==> src/rtl/pipeline_hazard_ctrl.sv <==
// Hazard/flow control for the 5-stage pipeline: enables and valid_ins are combinational (0 cycles); counters and ctrl_state lag one cycle.
// Backpressure: dmem_busy freezes every stage; a taken branch squashes the 3 younger slots; load-use or flag hazards insert one bubble.
module pipeline_hazard_ctrl #(
  parameter int CNT_W = 32
) (
  input  logic             clk,
  input  logic             reset,
  input  logic             id_valid,
  input  logic [4:0]       id_rn,
  input  logic [4:0]       id_rm,
  input  logic             id_uses_rn,
  input  logic             id_uses_rm,
  input  logic             id_reads_flags,
  input  logic             ex_valid,
  input  logic [4:0]       ex_rd,
  input  logic             ex_mem_read,
  input  logic             ex_flag_write,
  input  logic             mem_branch_taken,
  input  logic             dmem_busy,
  input  logic             clear_counts,
  output logic             pc_enable,
  output logic             if_id_enable,
  output logic             if_id_valid_in,
  output logic             id_ex_enable,
  output logic             id_ex_valid_in,
  output logic             ex_mem_enable,
  output logic             ex_mem_valid_in,
  output logic [CNT_W-1:0] stall_count,
  output logic [CNT_W-1:0] flush_count,
  output logic [1:0]       ctrl_state
);

  typedef enum logic [1:0] {
    ACT_RUN    = 2'd0,
    ACT_STALL  = 2'd1,
    ACT_FLUSH  = 2'd2,
    ACT_FREEZE = 2'd3
  } action_e;

  action_e         action_d;
  action_e         ctrl_state_q;
  logic [CNT_W-1:0] stall_count_q;
  logic [CNT_W-1:0] flush_count_q;
  logic            match_rn;
  logic            match_rm;
  logic            load_use;
  logic            flag_haz;

  // XZR as a load destination never creates a dependency.
  assign match_rn = id_uses_rn & (id_rn == ex_rd);
  assign match_rm = id_uses_rm & (id_rm == ex_rd);
  assign load_use = id_valid & ex_valid & ex_mem_read & (ex_rd != 5'd31) & (match_rn | match_rm);
  assign flag_haz = id_valid & ex_valid & ex_flag_write & id_reads_flags;

  always_comb begin
    action_d = ACT_RUN;
    if (dmem_busy)                  action_d = ACT_FREEZE;
    else if (mem_branch_taken)      action_d = ACT_FLUSH;
    else if (load_use || flag_haz)  action_d = ACT_STALL;
  end

  always_comb begin
    pc_enable       = 1'b1;
    if_id_enable    = 1'b1;
    id_ex_enable    = 1'b1;
    ex_mem_enable   = 1'b1;
    if_id_valid_in  = 1'b0;
    id_ex_valid_in  = 1'b0;
    ex_mem_valid_in = 1'b0;
    if (!reset) begin
      unique case (action_d)
        ACT_RUN: begin
          if_id_valid_in  = 1'b1;
          id_ex_valid_in  = id_valid;
          ex_mem_valid_in = 1'b1;
        end
        ACT_STALL: begin
          pc_enable       = 1'b0;
          if_id_enable    = 1'b0;
          if_id_valid_in  = 1'b1;
          ex_mem_valid_in = 1'b1;
        end
        ACT_FLUSH: ;
        ACT_FREEZE: begin
          pc_enable     = 1'b0;
          if_id_enable  = 1'b0;
          id_ex_enable  = 1'b0;
          ex_mem_enable = 1'b0;
        end
        default: ;
      endcase
    end
  end

  always_ff @(posedge clk or posedge reset) begin
    if (reset) begin
      ctrl_state_q  <= ACT_RUN;
      stall_count_q <= '0;
      flush_count_q <= '0;
    end else begin
      ctrl_state_q <= action_d;
      // Clear beats increment; both counters stick at all-ones.
      if (clear_counts)
        stall_count_q <= '0;
      else if (action_d == ACT_STALL && stall_count_q != '1)
        stall_count_q <= stall_count_q + 1'b1;
      if (clear_counts)
        flush_count_q <= '0;
      else if (action_d == ACT_FLUSH && flush_count_q != '1)
        flush_count_q <= flush_count_q + 1'b1;
    end
  end

  assign stall_count = stall_count_q;
  assign flush_count = flush_count_q;
  assign ctrl_state  = ctrl_state_q;

endmodule

==> config.mk <==
export PLATFORM = sky130hd
export DESIGN_NAME = pipeline_hazard_ctrl
export DESIGN_NICKNAME = d
export VERILOG_FILES = /design/src/rtl/pipeline_hazard_ctrl.sv
export SDC_FILE = /design/constraint.sdc
export NUM_CORES = 1
export LEC_CHECK = 0
export ABC_AREA = 1
export BUFFER_PORTS_ARGS = -buffer_cell sky130_fd_sc_hd__buf_2
export CORE_MARGIN = 4
export CORE_UTILIZATION = 40
export DETAILED_ROUTE_END_ITERATION = 8
export GPL_ROUTABILITY_DRIVEN = 0
export PLACE_DENSITY = 0.74
export RECOVER_POWER = 25
export SYNTH_ARGS = -nofsm -noshare
export SYNTH_HDL_FRONTEND = slang
export SYNTH_SLANG_ARGS = --single-unit
==> constraint.sdc <==
create_clock -name clk -period 3.2 [get_ports clk]
set_input_delay 0.48 -clock clk [delete_from_list [all_inputs] [get_ports clk]]
set_output_delay 0.48 -clock clk [all_outputs]
set_load 0.1 [all_outputs]
Word-level counts from Yosys, hierarchy flattened
Index checks and enable logic that the tools add are counted.
{"block": "totals", "ff_bits": 66, "in_bits": 27, "output_inout_bits": 73, "word_cells": 45}
{"block": "op_classes", "add_sub_neg": 2, "n_eq_ne": 8, "muxes": 15, "n_bitwise": 9, "n_reduce_logical": 8}
{"op": "$mux 32", "n": 4}
{"op": "$add 32x1->32 const B", "n": 2}
{"op": "$ne 32x32->1 const B", "n": 2}
{"op": "$eq 5x5->1", "n": 2}
{"op": "$mux 1", "n": 9}
{"op": "$and 1x1->1", "n": 8}
{"op": "$ne 5x5->1 const B", "n": 1}
{"op": "$eq 2x2->1 const B", "n": 2}
{"op": "$mux 2", "n": 2}
{"op": "$reduce_bool 2->1", "n": 2}
{"op": "$reduce_or 2->1", "n": 2}
{"op": "$eq 2x1->1 const B", "n": 1}
{"op": "$logic_and 1x1->1", "n": 2}
{"op": "$logic_not 2->1", "n": 1}
{"op": "$logic_or 1x1->1", "n": 1}
{"op": "$or 1x1->1", "n": 1}

Logic depth before layout (Yosys ltp)
Gate-level depths: netlist of run 1.
{"block": "depth", "ltp_word": 12, "ltp_mapped": 13, "mapped_depth_nobuf": 12}

Worst setup path after synthesis of run 1
Ideal clock, no wire load.
{"block": "synth_path", "path_type": "input to output", "startpoint": "input port reset", "endpoint": "output port id_ex_enable", "arrival_ns": 3.596, "t_required_ns": 2.720, "setup_slack_ns": -0.876, "path_stages": 3, "n_path_buf": 1, "path_cell_list": "inv_1 > nand2_1 > buf_4"}
{"block": "synth_via", "elab_chain_cells": 1}
{"element": "start: declaration", "line_no": "7", "text": "input logic reset,"}
{"element": "$mux 1"}
{"element": "end: declaration", "line_no": "24", "text": "output logic id_ex_enable,"}
Every way passes these cells.

Worst setup path in the final report of run 1
{"block": "layout_path", "startpoint": "input port ex_rd[4]", "endpoint": "output port id_ex_valid_in"}
{"block": "layout_via", "elab_chain_cells": 11, "word_cells_on_any_way": 15, "cone_classes": "3 x eq/ne; 5 x mux; 5 x bitwise; 2 x reduce/logical"}
{"element": "start: declaration", "line_no": "15", "text": "input logic [4:0] ex_rd,"}
{"element": "$eq 5x5->1, on equally long branches", "line_no": "50, 51"}
{"element": "$and 1x1->1, on equally long branches", "line_no": "50, 51"}
{"element": "$or 1x1->1", "line_no": "52", "text": "assign load_use = id_valid & ex_valid & ex_mem_read & (ex_rd != 5'd31) & (match_rn | match_rm);"}
{"element": "$and 1x1->1 (*)", "line_no": "52"}
{"element": "$logic_or 1x1->1 (*)", "line_no": "59", "text": "else if (load_use || flag_haz) action_d = ACT_STALL;"}
{"element": "$mux 1 (*)", "line_no": "59"}
{"element": "$mux 2 (*)", "line_no": "58", "text": "else if (mem_branch_taken) action_d = ACT_FLUSH;"}
{"element": "$mux 2 (*)", "line_no": "57", "text": "if (dmem_busy) action_d = ACT_FREEZE;"}
{"element": "net action_d[0]", "line_no": "40", "text": "action_e action_d;"}
{"element": "$logic_not 2->1 (*)", "line_no": "71", "text": "unique case (action_d)"}
{"element": "$mux 1 (*)", "line_no": "71"}
{"element": "$mux 1 (*)", "line_no": "70", "text": "if (!reset) begin"}
{"element": "end: declaration", "line_no": "25", "text": "output logic id_ex_valid_in,"}
The timed path passes the listed nets; every way through them passes the cells marked *.

==> results of run 1 <==
==> placed cells by master, fill, tap and decap left out, types with 3 or more instances in the layout <==
| master | Yosys | final |
|---|---|---|
| a21oi_1 | 4 | 4 |
| buf_12 | 0 | 4 |
| buf_2 | 9 | 93 |
| buf_4 | 3 | 4 |
| clkbuf_1 | 2 | 3 |
| clkbuf_16 | 0 | 9 |
| dfrtp_1 | 66 | 66 |
| inv_1 | 84 | 83 |
| nand2_1 | 166 | 166 |
| nand2_2 | 4 | 4 |
| nand3_1 | 118 | 118 |
| nand4_1 | 11 | 11 |
| nor2_1 | 58 | 55 |
| nor2_2 | 0 | 3 |
| nor3_1 | 21 | 21 |
| nor3_2 | 3 | 3 |
| nor4_1 | 4 | 4 |
| o21ai_0 | 8 | 8 |
| o21ai_1 | 16 | 16 |
| o22ai_1 | 7 | 7 |
| o31ai_1 | 6 | 6 |
| xnor2_1 | 12 | 12 |
| xor2_1 | 34 | 34 |
==> power breakdown <==
| part | total, mW | switching (mW) | internal [mW] |
|---|---|---|---|
| clock network | 1.09 | 0.398 | 0.689 |
| logic | 0.205 | 0.159 | 0.0463 |
| registers | 0.846 | 0.00534 | 0.840 |
==> registers in the layout, summed over array words and instances (netlist names) <==
signal       cells
flush_count     32
ctrl_state       2
stall_count     32
==> metal layers <==
layer	wire length (um)	share of wire (%)	vias to the layer above	global-route usage (%)
met2	5920	48	156	31.4
met5	0	0	-	0
met1	5310	43	2157	24.2
met3	812	6.6	21	4.65
li1	-	-	2332	-
met4	208	1.7	0	6.11
==> stage by stage <==
stage	utilization (%)	hold slack (ns)	setup TNS, ns	instance area (sq um)
final	48.9	0.264	0	5560
after global routing	48.9	0.313	0	5560
after CTS	49.0	0.262	0	5570
after detailed placement	46.1	0.552	0	5240
after global placement	46.1	0.539	0	5240
after floorplan	-	0.624	-0.361	4640
==> critical path: stages <==
cell	delay, ns
buf_2	0.11
inv_1	0.08
nand2_1	0.05
nand2_1	0.06
nor2_1	0.04
nand3_1	0.07
nand2_1	0.05
nand2_1	0.07
a21oi_1	0.09
or2_2	0.32
nor2_2	0.08
buf_2	0.43
==> final cells by class <==
type                    count  area [sq um]  area share (%)
flip-flops and latches     66          1650            29.7
repair buffers            104           587            10.6
clock inverters             7           101            1.82
clock buffers               9           225            4.05
well taps                 143           179            3.22
inverters                  86           324            5.83
multi-input cells         487          2490            44.8
==> kinds of logic (layout without fill, tap and decap cells) <==
kind of cell | Yosys count | after routing
XOR/XNOR | 46 | 46
buffers and inverters | 111 | 206
adder cells (fa/ha/maj) | 2 | 2
AO/OA/AOI/OAI | 44 | 44
flip-flops | 66 | 66
AND/OR/NAND/NOR | 395 | 395
==> worst max path at each step <==
stage	from	to	depth (start not counted)	slack [ns]
floorplan	reset	pc_enable	3	-0.18
global placement	ex_rd[4]	id_ex_valid_in	12	0.82
detailed placement	ex_rd[4]	id_ex_valid_in	12	0.80
CTS	ex_rd[4]	id_ex_valid_in	12	0.80
global route	reset	flush_count[25]$_DFFE_PP0P_	3	0.39
finish	ex_rd[4]	id_ex_valid_in	12	0.80
==> impl_metrics.py, run 1 <==
metrics = {
    "outcome": {
        "status": "finished with violations",
        "violations": "max-capacitance violations, max-slew violations",
    },
    "floorplanning": {
        "num_io_pins": 100,
        "die_h_um": 116,
        "dieArea_sq_mm": 0.0134,
        "die_w_um": 116,
        "initial_core_util_pct": 40.7,
        "core_sq_mm": 0.0114,
        "core.rowCount": 39,
    },
    "worst_setup_path": {
        "start_kind": "input pin",
        "r2r_slack_ns": 0.88,
        "cp.arrival_ns": 1.92,
        "crit_fanout": 3,
        "crit_required_ns": 2.72,
        "endpoint_kind": "output port",
        "reg2regPathDepth": 8,
        "r2r_end": "flush_count[16]$_DFFE_PP0P_",
        "path_class": "in2out",
        "reg2reg_from": "flush_count[0]$_DFFE_PP0P_",
    },
    "yosys": {
        "synthCells": 664,
        "ys_types": 35,
        "synth-simple-area-share_pct": 39.0,
        "async_flop_share_pct": 100,
        "synth-xor-area-share_pct": 8.70,
        "ys_warn_count": 0,
        "syn_avg_cell_area_sq_um": 6.98,
        "synth_seq_cells": 66,
        "synth_edf_count": 0,
        "synthMuxAreaShare_pct": 0,
        "yosys.area.top_type": "dfrtp_1",
        "synth_area_leaders": "dfrtp_1, nand2_1, nand3_1, inv_1, xor2_1",
        "synth_top_family_by_area": "simple AND/OR/NAND/NOR gates",
        "synth-main-ff-cell": "dfrtp_1",
        "synth_area_sq_mm": 0.00463,
        "syn-num-nets": 693,
        "synth_compound_area_share_pct": 5.43,
        "ys_seq_area_share_pct": 35.7,
        "synth_top_area_share_pct": 35.7,
        "synth_adder_area_share_pct": 0.540,
        "synth_commonest_cells": "nand2_1, nand3_1, inv_1",
        "yosysMostFrequentCell": "nand2_1",
    },
    "sta": {
        "worst_pin_slew_ns": 2.23,
        "fmax_ghz": 0.416,
        "rsz0062_at_grt": "false",
        "fin_crit_sh_pct": 75.1,
        "hold_violations": 0,
        "relSlewSlack_pct": -48.8,
        "fin_crit_ns": 2.40,
        "worst_slack_ns": 0.797,
        "finClkSkew_ns": 0.00747,
        "setup_viol": 0,
        "finalMaxSlewViolations": 42,
    },
    "grt": {
        "antenna_found_initial": 0,
        "grt_overflow": 0,
        "grt_max_degree": 83,
        "grt_pass1_vias": 4254,
        "grt_usage_pct": 18.9,
        "grt_pass1_wl_mm": 20.3,
    },
    "detailed_routing": {
        "avgViaCountPerCell": 5.17,
        "dr.pass1.iters": 5,
        "num_vias": 4666,
        "drcViolationCount": 0,
        "postRouteAntennaNets": 0,
        "totalWireLength_mm": 12.2,
        "drt-wirelength-per-cell_um": 13.6,
        "dr.first_iter.drc_count": 313,
    },
    "clock_tree": {
        "holdBufCountCts": 0,
        "cts-resized-gates": 0,
        "tritoncts": "yes",
        "clkTransAtPathRegs_ns": 0.06,
        "cts_buffers": 9,
        "root_buffer": "clkbuf_16",
        "htreeDepth": 3,
        "cts.sinks": 66,
        "clk_latency_ns": 0.34,
        "cts_buffer_depth": 2,
        "cts_setup_buffers": 0,
    },
    "pwr": {
        "p_total_mw": 2.14,
        "leakage_nw": 2.94,
        "ir_drop_v": 0.000305,
        "power_density_mw_per_mm2": 384,
    },
    "cells_and_area": {
        "syn2layout_area_growth_pct": 20.0,
        "antenna_cells": 0,
        "nNetsFinal": 783,
        "fillers": 1142,
        "drive_above_1_share_pct": 18.2,
        "fin_cells": 902,
    },
    "placed_design": {
        "port_buffers": 99,
        "dp_cells": 886,
        "pre_cts_slack_ns": 0.800,
        "place_hpwl_mm": 8.99,
    },
    "worst_hold_path": {
        "hp-class": "in2async",
    },
    "job": {
        "maxCapViolCount": 1,
    },
}
No activity file was read; power rests on OpenSTA's default activity.
==> run 2: changes to the inputs <==
--- a/config.mk
+++ b/config.mk
@@ -5,13 +5,13 @@
 export SDC_FILE = /design/constraint.sdc
 export NUM_CORES = 1
 export LEC_CHECK = 0
-export ABC_AREA = 1
+export ABC_AREA = 0
 export BUFFER_PORTS_ARGS = -buffer_cell sky130_fd_sc_hd__buf_2
 export CORE_MARGIN = 4
 export CORE_UTILIZATION = 40
 export DETAILED_ROUTE_END_ITERATION = 8
 export GPL_ROUTABILITY_DRIVEN = 0
-export PLACE_DENSITY = 0.74
+export PLACE_DENSITY = 0.78
 export RECOVER_POWER = 25
 export SYNTH_ARGS = -nofsm -noshare
 export SYNTH_HDL_FRONTEND = slang
==> constraint.sdc (replaced) <==
create_clock -name clk -period 2.1 [get_ports clk]
set_input_delay 0.315 -clock clk [delete_from_list [all_inputs] [get_ports clk]]
set_output_delay 0.315 -clock clk [all_outputs]
set_load 0.1 [all_outputs]
==> impl_metrics.py, run 2 <==
metrics = {
    "outcome": {
        "status": "finished clean",
    },
    "detailed_routing": {
        "drt-wirelength-per-cell_um": 16.2,
        "wl_met2_mm": 5.52,
        "dr.pass1.iters": 4,
        "totalWireLength_mm": 10.9,
        "dr.first_iter.drc_count": 171,
        "drcViolationCount": 0,
        "postRouteAntennaNets": 0,
        "routed-wl-met3_um": 572,
        "num_vias": 3731,
        "wl_met1_mm": 4.69,
        "top_layer": "met4",
        "avgViaCountPerCell": 5.51,
    },
    "worst_setup_path": {
        "r2r_slack_ns": 0.07,
        "path_class": "in2out",
        "reg2reg_from": "flush_count[15]$_DFFE_PP0P_",
        "worst-path-stages": 9,
        "crit_required_ns": 1.78,
        "path_cells": "buf_2 -> xnor2_1 -> nand4_1 -> o22ai_2 -> a22oi_2 -> o31ai_4 -> buf_6 -> nand2_8 -> buf_12",
        "startpoint": "ex_rd[4]",
        "r2r_end": "flush_count[10]$_DFFE_PP0P_",
        "start_kind": "input pin",
        "cp_num_buf_inv": 3,
        "cp_slowest_stage_delay_ns": 0.29,
        "crit_slowest_cell": "o31ai_4",
        "crit_fanout": 3,
        "cp.arrival_ns": 1.73,
        "endpoint_kind": "output port",
        "crit_family": "compound AO/OA/AOI/OAI gates",
        "crit_end": "pc_enable",
        "reg2regPathDepth": 8,
    },
    "sta": {
        "fin_hold_ws_ns": 0.371,
        "fin_crit_ns": 2.04,
        "fmax_ghz": 0.490,
        "finClkSkew_ns": 0.00930,
        "finalMaxSlewViolations": 0,
        "hold_violations": 0,
        "worst_pin_slew_ns": 1.18,
        "setup_viol": 0,
        "relSlewSlack_pct": 21.7,
        "fin_crit_sh_pct": 97.3,
        "rsz0062_at_grt": "true",
    },
    "floorplanning": {
        "initial_core_util_pct": 41.4,
        "core.rowCount": 35,
        "num_io_pins": 100,
        "dieArea_sq_mm": 0.0113,
        "die_w_um": 106,
        "die_h_um": 106,
        "core_sq_mm": 0.00933,
    },
    "placed_design": {
        "port_buffers": 99,
        "dp_cells": 651,
        "placed_area_sq_mm": 0.00500,
        "place_hpwl_mm": 7.71,
    },
    "pwr": {
        "pwr-share-clk_pct": 44.2,
        "ir_drop_v": 0.000413,
        "p_sw_share_pct": 24.8,
        "power_density_mw_per_mm2": 526,
        "intPower_mw": 2.14,
        "leakage_nw": 2.14,
        "p_sw_uw": 709,
        "pwr-share-comb_pct": 10.9,
        "power_frac_seq_pct": 44.9,
    },
    "cells_and_area": {
        "post-route-util_pct": 58.1,
        "drive_above_1_share_pct": 46.9,
        "fin_cells": 677,
        "nNetsFinal": 572,
        "syn2layout_area_growth_pct": 40.4,
        "final_cell_area_sq_mm": 0.00542,
        "fillers": 806,
        "final_cell_mix": "buf_2, dfrtp_4, nor2_1",
        "final_common_cell": "buf_2",
        "antenna_cells": 0,
    },
    "grt": {
        "grt_max_degree": 38,
        "grt_pass1_vias": 3767,
        "grt_pass1_wl_mm": 18.0,
        "antenna_found_initial": 0,
        "grt_usage_pct": 19.5,
        "grt_overflow": 0,
    },
    "yosys": {
        "ys_types": 51,
        "synth_seq_cells": 66,
        "yosysMostFrequentCell": "dfrtp_1",
        "async_flop_share_pct": 100,
        "synth_top_area_share_pct": 42.8,
        "synth-main-ff-cell": "dfrtp_1",
        "ys_seq_area_share_pct": 42.8,
        "synthCells": 426,
        "syn_avg_cell_area_sq_um": 9.07,
        "syn-num-nets": 455,
        "synth_area_sq_mm": 0.00386,
        "synth_area_leaders": "dfrtp_1, xnor2_1, nor2_1, a21oi_1, nand4_1",
        "yosys.area.top_type": "dfrtp_1",
        "ys_warn_count": 0,
        "synth_edf_count": 0,
        "synth_commonest_cells": "dfrtp_1, nor2_1, xnor2_1",
    },
    "clock_tree": {
        "clk_latency_ns": 0.35,
        "htreeDepth": 3,
        "cts_buffer_depth": 2,
        "tritoncts": "yes",
        "root_buffer": "clkbuf_8",
        "cts.sinks": 66,
        "clkTransAtPathRegs_ns": 0.07,
        "cts_buffers": 9,
    },
    "worst_hold_path": {
        "holdPathStages": 3,
        "hp-class": "in2reg",
    },
    "job": {
        "maxCapViolCount": 0,
    },
}
## run 2: area by class of cell
cell class | count | area [sq um] | area share [%]
inverters | 10 | 41.3 | 0.761
multi-input cells | 324 | 2220 | 40.9
repair buffers | 132 | 916 | 16.9
clock inverters | 4 | 72.6 | 1.34
well taps | 129 | 161 | 2.98
flip-flops and latches | 66 | 1850 | 34.0
clock buffers | 12 | 165 | 3.04
## run 2: worst min-delay path by stage
| stage | start | endpoint |
|---|---|---|
| 6_report | dmem_busy | ctrl_state[1]$_DFF_PP0_ |
| 5_1_grt | mem_branch_taken | ctrl_state[0]$_DFF_PP0_ |
| 4_1_cts | dmem_busy | ctrl_state[1]$_DFF_PP0_ |
| 3_5_place_dp | reset | flush_count[28]$_DFFE_PP0P_ |
| 3_3_place_gp | reset | flush_count[24]$_DFFE_PP0P_ |
| 2_1_floorplan | mem_branch_taken | ctrl_state[1]$_DFF_PP0_ |
## run 2: power by group through the flow
stage          registers [mW]  logic, mW  clock network, mW
2_1_floorplan            1.34      0.157                  0
3_3_place_gp             1.31      0.285                  0
6_report                 1.28      0.311               1.26
4_1_cts                  1.28      0.296               1.30
5_1_grt                  1.28      0.332               1.36
3_5_place_dp             1.31      0.291                  0
## run 2: logic make-up (layout without fill, tap and decap cells)
group	count (synthesis)	after routing	share of synthesized area (%)
and+or+nand+nor	211	212	31.3
DFF	66	66	42.8
AOI/OAI and AO/OA	65	65	10.1
buffers and inverters	37	158	4.50
xor gates and xnor gates	36	36	8.16
muxes	9	9	2.56
adders and majority gates	2	2	0.648
## run 2: timing repair
action | in CTS | in global routing
gates cloned | 0 | 3
resized for setup | 3 | 16
buffers inserted | 0 | 6
hold buffers | 1 | 0
pin swaps | 2 | 6
setup endpoints to repair | 4 | 39
endpoints found under the hold margin | 5 | 0
## run 2: per-stage QoR
stage	worst slack, ns	power (mW)	setup TNS, ns
6_report	0.0577	2.85	0
5_1_grt	-0.0142	2.98	-0.0569
4_1_cts	0.00431	2.88	0
3_5_place_dp	-0.108	1.60	-0.255
3_3_place_gp	-0.0635	1.59	-0.0921
2_1_floorplan	-0.301	1.50	-3.07
## run 2: worst min-delay path: stages
cell	delay, ns
buf_2	0.10
nor2_1	0.10
inv_1	0.14
## run 2: per-layer routing
metal  track usage (%)  up-vias
met4              5.74        0
met3              5.34       18
li1                  -     1793
met2              33.6      104
met5                 0        -
met1              23.8     1816
